$ cat src/rtl/fetch_unit_pkg.sv
// ---------------------------------------------------------------------------
// fetch_unit_pkg
// Shared definitions for the instruction-fetch stage, the IF/ID register and
// the hazard unit: datapath widths, FSM state encoding, bubble encoding and
// the PC increment helper.
// ---------------------------------------------------------------------------
package fetch_unit_pkg;

  localparam int PC_W   = 16;
  localparam int INST_W = 16;

  // Fetch FSM state encoding
  localparam logic [1:0] ST_FETCH = 2'd0;  // request outstanding at PC
  localparam logic [1:0] ST_HOLD  = 2'd1;  // word captured, waiting for PCWrite
  localparam logic [1:0] ST_DRAIN = 2'd2;  // redirect queued behind in-flight request

  // Instruction word used for pipeline bubbles
  localparam logic [INST_W-1:0] NOP_ENC = 16'h0000;

  // Instructions are 2 bytes; the sum wraps modulo 2^PC_W
  function automatic logic [PC_W-1:0] pc_inc(input logic [PC_W-1:0] pc);
    return pc + PC_W'(2);
  endfunction

endpackage

$ cat src/rtl/fetch_unit.sv
// ---------------------------------------------------------------------------
// fetch_unit
// Instruction-fetch stage (writer side of IF/ID). Owns the PC, issues at most
// one outstanding instruction-memory request, and presents inst / PC_Plus2.
// Stalls hold the fetched word; taken branches redirect the PC and flush IF/ID.
//
// Ports
//   clk            in   pipeline clock, rising edge
//   reset          in   asynchronous active-low reset
//   PCWrite        in   1 = IF/ID accepts this cycle, 0 = stall
//   branch_taken   in   redirect request (single-cycle pulse)
//   branch_target  in   redirect address, valid with branch_taken
//   imem_req       out  instruction memory request
//   imem_addr      out  request address (stable until imem_ready)
//   imem_rdata     in   instruction word, valid with imem_ready
//   imem_ready     in   completes the current request this cycle
//   inst           out  instruction to IF/ID
//   PC_Plus2       out  address of delivered instruction + 2
//   flush          out  clears IF/ID this cycle
// ---------------------------------------------------------------------------
module fetch_unit
  import fetch_unit_pkg::*;
#(
  parameter logic [PC_W-1:0]   RESET_PC = 16'h0000,
  parameter logic [INST_W-1:0] NOP_INST = NOP_ENC
) (
  input  logic              clk,
  input  logic              reset,
  input  logic              PCWrite,
  input  logic              branch_taken,
  input  logic [PC_W-1:0]   branch_target,
  output logic              imem_req,
  output logic [PC_W-1:0]   imem_addr,
  input  logic [INST_W-1:0] imem_rdata,
  input  logic              imem_ready,
  output logic [INST_W-1:0] inst,
  output logic [PC_W-1:0]   PC_Plus2,
  output logic              flush
);

  logic [1:0]        r_state;
  logic [PC_W-1:0]   r_pc;
  logic [INST_W-1:0] r_hold_inst;
  logic [PC_W-1:0]   r_redirect_pc;

  // Single incrementer shared by the PC_Plus2 output and PC next-state
  logic [PC_W-1:0]   w_pc_plus2;
  assign w_pc_plus2 = pc_inc(r_pc);

  // -------------------------------------------------------------------------
  // Outputs. While reset is held the registers already sit at their reset
  // values, but imem_ready/branch_taken may still toggle, so gate with reset.
  // The PC never moves while a request is in flight, so r_pc is also the
  // latched address in DRAIN.
  // -------------------------------------------------------------------------
  assign imem_addr = r_pc;
  assign PC_Plus2  = w_pc_plus2;
  assign imem_req  = reset && (r_state != ST_HOLD);
  assign flush     = reset && branch_taken;

  always_comb begin
    // NOTE: default first so every path assigns inst and no latch is inferred.
    inst = NOP_INST;
    if (reset && !branch_taken) begin
      case (r_state)
        ST_FETCH: if (imem_ready) inst = imem_rdata;
        ST_HOLD:  inst = r_hold_inst;
        default:  inst = NOP_INST;
      endcase
    end
  end

  // -------------------------------------------------------------------------
  // State / PC update. Redirect outranks both stall and data delivery.
  // -------------------------------------------------------------------------
  // NOTE: sequential state uses non-blocking assignments so all registers
  // update from the same pre-edge values.
  always_ff @(posedge clk or negedge reset) begin
    if (!reset) begin
      r_state       <= ST_FETCH;
      r_pc          <= RESET_PC;
      r_hold_inst   <= NOP_INST;
      r_redirect_pc <= '0;
    end else begin
      case (r_state)
        ST_FETCH: begin
          if (branch_taken) begin
            if (imem_ready) begin
              r_pc <= branch_target;               // fetched word discarded
            end else begin
              r_redirect_pc <= branch_target;      // keep address stable
              r_state       <= ST_DRAIN;
            end
          end else if (imem_ready) begin
            if (PCWrite) begin
              r_pc <= w_pc_plus2;
            end else begin
              r_hold_inst <= imem_rdata;
              r_state     <= ST_HOLD;
            end
          end
        end

        ST_HOLD: begin
          if (branch_taken) begin
            r_pc    <= branch_target;              // held word discarded
            r_state <= ST_FETCH;
          end else if (PCWrite) begin
            r_pc    <= w_pc_plus2;
            r_state <= ST_FETCH;
          end
        end

        ST_DRAIN: begin
          if (imem_ready) begin
            // Returned word belongs to the abandoned path; drop it
            r_pc    <= branch_taken ? branch_target : r_redirect_pc;
            r_state <= ST_FETCH;
          end else if (branch_taken) begin
            r_redirect_pc <= branch_target;        // youngest redirect wins
          end
        end

        default: r_state <= ST_FETCH;
      endcase
    end
  end

endmodule

$ cat config.mk
export PLATFORM = sky130hd
export DESIGN_NAME = fetch_unit
export DESIGN_NICKNAME = d
export VERILOG_FILES = /design/src/rtl/fetch_unit_pkg.sv /design/src/rtl/fetch_unit.sv
export SDC_FILE = /design/constraint.sdc
export NUM_CORES = 1
export LEC_CHECK = 0
export CORE_ASPECT_RATIO = 1.2
export CORE_MARGIN = 4
export CORE_UTILIZATION = 50
export CTS_CLUSTER_SIZE = 25
export DETAILED_ROUTE_END_ITERATION = 6
export DONT_BUFFER_PORTS = 1
export MAX_ROUTING_LAYER = met4
export PLACE_DENSITY_LB_ADDON = 0.2
export REMOVE_ABC_BUFFERS = 1
export SLEW_MARGIN = 20
export SYNTH_ARGS = -nofsm -noshare
export SYNTH_HDL_FRONTEND = slang
export SYNTH_SLANG_ARGS = --single-unit
$ cat constraint.sdc
create_clock -name clk -period 2.4 [get_ports clk]
set_input_delay 0.48 -clock clk [delete_from_list [all_inputs] [get_ports clk]]
set_output_delay 0.48 -clock clk [all_outputs]
set_load 0.02 [all_outputs]
# After elaboration in Yosys (flattened, before gate mapping)
# Index checks and enable logic that the tools add are counted.
[word_totals] output_inout_bits=50 elab_cells=53 reg_bits=50 inputBits=37
[op_classes] n_reduce_logical=11 mux=23 bitwise=2 n_eq_ne=12 add_sub_neg=1
[ops] op="$mux W16" n=12
[ops] op="$pmux W16 S2" n=2
[ops] op="$pmux W16 S3" n=1
[ops] op="$add A16 B2 Y16 const B" n=1
[ops] op="$mux W2" n=7
[ops] op="$ne A3 B3 Y1 const B" n=4
[ops] op="$ne A2 B2 Y1 const B" n=5
[ops] op="$reduce_and A4 Y1" n=2
[ops] op="$pmux W2 S3" n=1
[ops] op="$reduce_and A5 Y1" n=1
[ops] op="$logic_and A1 B1 Y1" n=3
[ops] op="$reduce_and A3 Y1" n=1
[ops] op="$reduce_bool A3 Y1" n=1
[ops] op="$eq A2 B1 Y1 const B" n=1
[ops] op="$eq A2 B2 Y1 const B" n=1
[ops] op="$logic_not A2 Y1" n=1
[ops] op="$ne A2 B1 Y1 const B" n=1
[ops] op="$not A1 Y1" n=2
[ops] op="$reduce_bool A2 Y1" n=1
[ops] op="$logic_not A1 Y1" n=1

# Longest topological paths before layout
[logic_depth] ltp_word=5 mapped_depth=7 depth_no_buf=5

# Worst setup path after synthesis
# OpenSTA, ideal clock, no wires.
[synth_timing] path_kind="reg-to-output" from="register r_pc[1] (netlist: imem_addr[1])" to="output PC_Plus2[13]" t_arrival_ns=1.718 path_stages_with_launch=5 setup_slack_ns=0.202 t_required_ns=1.920 path_buffers=0 path_cell_list="dfrtp_1 -> ha_1 -> nand2_1 -> or4_4 -> xnor2_1"
[synth_via] elab_chain_len=1
[synth_lines] item="start, declared" line_no="fetch_unit.sv:42" rtl="logic [PC_W-1:0] r_pc;"
[synth_lines] item="start signal, assigned" line_no="fetch_unit.sv:89" rtl="r_pc <= branch_target;"
[synth_lines] item="start signal, assigned" line_no="fetch_unit.sv:96" rtl="r_pc <= w_pc_plus2;"
[synth_lines] item="start signal, assigned" line_no="fetch_unit.sv:106" rtl="r_pc <= branch_target;"
[synth_lines] item="$add A16 B2 Y16" line_no="fetch_unit_pkg.sv:22" rtl="return pc + PC_W'(2);"
[synth_lines] item="end, declared" line_no="fetch_unit.sv:37" rtl="output logic [PC_W-1:0] PC_Plus2,"
# Every way passes these cells.

# Final worst setup path
# Ends and elaborated chain as after synthesis.

==> reports/qor.csv <==
stage;metric;value;unit
pwr;p_int;1.629;mW
pwr;power_leakage;1.428;nW
global_route;grt_first_pass_wirelength;11.35;mm
sta;rsz0062_at_grt;false;
floorplanning;core;5630;µm²
layout;drive_above_1_share;30.41;%
floorplanning;dieArea;7091;µm²
clock_network;post_cts_buffers;0;
pwr;swShare;36.37;%
layout;fillerInstances;494;
sta;period_share;96.29;%
worst_hold_path;holdCritPathClass;in2async;
route;detail_route.vias_per_cell;5.943;
pwr;power_switching;0.9313;mW
layout;final_util;59.40;%
route;drc;0;
place;place_congestion;0.7840;
sta;skew;7.399;ps
route;dr.pass1.iters;4;
place;place_hpwl;4.943;mm
yosys;synthArstFlopShare;100.0;%
floorplanning;initial_utilization;51.53;%
pwr;peakVddDrop;0.3974;mV
floorplanning;pin_count;87;
clock_network;clkSinkCount;50;
status;status;finished, final reports clean;
critical_path;critPathKind;reg2out;
pwr;seqPwrFrac;45.6;%
route;first_iter_violations;88;
sta;slew_violations;0;
route;vias;2276;
clock_network;cts_buffers;5;
place;io_buffers;0;
global_route;grt_max_degree;51;
critical_path;required;1920;ps
critical_path;end_kind;output pin;
sta;finalHoldViolCount;0;
yosys;synth_edf_count;0;
sta;fmaxAchievable;432.7;MHz
yosys;ys_ff_latch;50;
clock_network;clk_transition_reported_paths;90;ps
clock_network;cts_tree;built;
route;wire_per_inst;18.34;µm
layout;diodes;0;
sta;period_minus_slack;2311;ps
layout;stdcell_count;383;
floorplanning;die_w;77.54;µm
sta;tightest_slew;682.6;ps
layout;fin_nets;356;
clock_network;cts-root-buf;clkbuf_8;
layout;syn_to_final_growth;15.27;%
pwr;pwr-share-clk;20.1;%
global_route;grt_pass1_vias;2287;
route;drt-total-wl;7.023;mm
global_route;grt.total_usage;20.50;%
yosys;synthFlopType;dfrtp_1;
clock_network;insertion_delay;300;ps
sta;relSlewSlack;54.38;%
yosys;ys_warn_count;0;
critical_path;path_max_fanout;5;
yosys;syn_inst;286;
global_route;grt_remaining_overflow;0;
clock_network;clockBufferDepth;2;
pwr;p_comb_share;34.3;%
yosys;synth.distinct_cells;48;
floorplanning;die_h;91.45;µm
critical_path;crit_arrival;1830;ps
global_route;antenna_found_initial;0;
sta;setup-violations-final;0;
place;dp_cells;374;
yosys;yosysSeqAreaShare;43.12;%
yosys;netlist_area;2902;µm²
yosys;syn_avg_cell_area;10.15;µm²
critical_path;critPathLaunchType;flip-flop;
clock_network;htreeDepth;2;
sta;finalSetupTns;0;ps
layout;layout_commonest_cell;dfrtp_1;
layout;layout.cells.most_common_list;dfrtp_1, buf_4, mux2_2, nor2_1, nand2_1;
floorplanning;rows;30;
route;postRouteAntennaNets;0;
pwr;power_density;765.5;nW/µm²
job;max_cap_violations;0;
## final timing paths
kind | from | end | slack (ps) | cells past startpoint
setup / recovery | imem_addr[1] | PC_Plus2[13] | 90 | 5
hold / removal | reset | r_redirect_pc[7] | 30 | 1
setup reg to reg | r_state[0] | r_redirect_pc[7] | 470 | 4
hold reg to reg | r_redirect_pc[13] | r_redirect_pc[13] | 510 | 1
max in group asynchronous | reset | r_redirect_pc[10] | 2150 | 1
min in group clk | imem_ready | r_state[1] | 240 | 1
## power groups by stage
stage	sequential (mW)	clock (mW)	combinational, mW
after global routing	1.19	0.561	0.958
after CTS	1.16	0.533	0.888
final	1.17	0.515	0.879
after global placement	1.17	0	0.850
after detailed placement	1.18	0	0.864
after floorplan	1.25	0	0.506
## metrics by stage
step	hold slack [ps]	cell area, µm²	setup WS, ps	power, mW
2_1_floorplan	184.4	2800	202.2	1.759
3_3_place_gp	186.0	3218	469.1	2.020
3_5_place_dp	186.0	3218	430.2	2.043
4_1_cts	28.48	3337	72.26	2.583
5_1_grt	31.74	3344	22.07	2.708
6_report	31.13	3344	89.13	2.560
## cells in the mapped netlist, types with 6 or more instances
| master | instances | area [µm²] |
|---|---|---|
| a22oi_1 | 17 | 127.6 |
| buf_2 | 9 | 45.04 |
| clkbuf_1 | 10 | 37.54 |
| dfrtp_1 | 50 | 1251 |
| inv_1 | 8 | 30.03 |
| mux2_2 | 32 | 360.4 |
| mux2i_1 | 11 | 110.1 |
| nand2_1 | 19 | 71.32 |
| nand3_1 | 10 | 50.05 |
| nor2_1 | 25 | 93.84 |
| nor2b_1 | 7 | 43.79 |
| nor3_1 | 9 | 45.04 |
| o211ai_1 | 6 | 45.04 |
| o21ai_0 | 6 | 30.03 |
| xnor2_1 | 8 | 70.07 |
## critical path, stage by stage, from the launching register on
cell and delay [ps]:
dfrtp_1 450, ha_1 200, nand2_1 80, or4_4 450, xnor2_1 180, buf_4 170
## cells by family (layout without fill, tap and decap cells)
| kind of cell | after synthesis | after routing | share of synthesized area, % |
|---|---|---|---|
| AND/OR/NAND/NOR | 93 | 93 | 17.21 |
| adder cells (fa/ha/maj) | 1 | 1 | 0.4312 |
| multiplexers | 43 | 43 | 16.21 |
| flip-flops | 50 | 50 | 43.12 |
| XOR/XNOR | 12 | 12 | 3.622 |
| buffers and inverters | 29 | 62 | 4.528 |
| AO/OA/AOI/OAI | 58 | 58 | 14.88 |
## what timing repair did
action	in CTS	in global routing
setup endpoints to repair	0	17
endpoints found under the hold margin	50	0
hold buffers	1	0
gates resized for setup	0	2
## state kept, by name (all words and copies together) (netlist names)
| register | flops |
|---|---|
| r_state | 2 |
| r_hold_inst | 16 |
| r_redirect_pc | 16 |
| imem_addr | 16 |
## cell type report
type	instances	area (µm²)	area share, %
clock inverters	1	5.005	0.1496
repair buffers	46	365.4	10.92
multi-input cells	207	1526	45.64
well taps	64	80.08	2.394
clock buffers	7	86.33	2.581
inverters	8	30.03	0.8979
flip-flops and latches	50	1251	37.41
## layer usage
| metal | track usage (%) | vias up | share of wire [%] |
|---|---|---|---|
| li1 | - | 1097 | - |
| met1 | 23.95 | 1090 | 41 |
| met2 | 34.73 | 82 | 50 |
| met3 | 6.448 | 7 | 8.8 |
| met4 | 4.154 | 0 | 1.1 |
| met5 | - | - | 0 |
No activity file was read; power rests on OpenSTA's default activity.
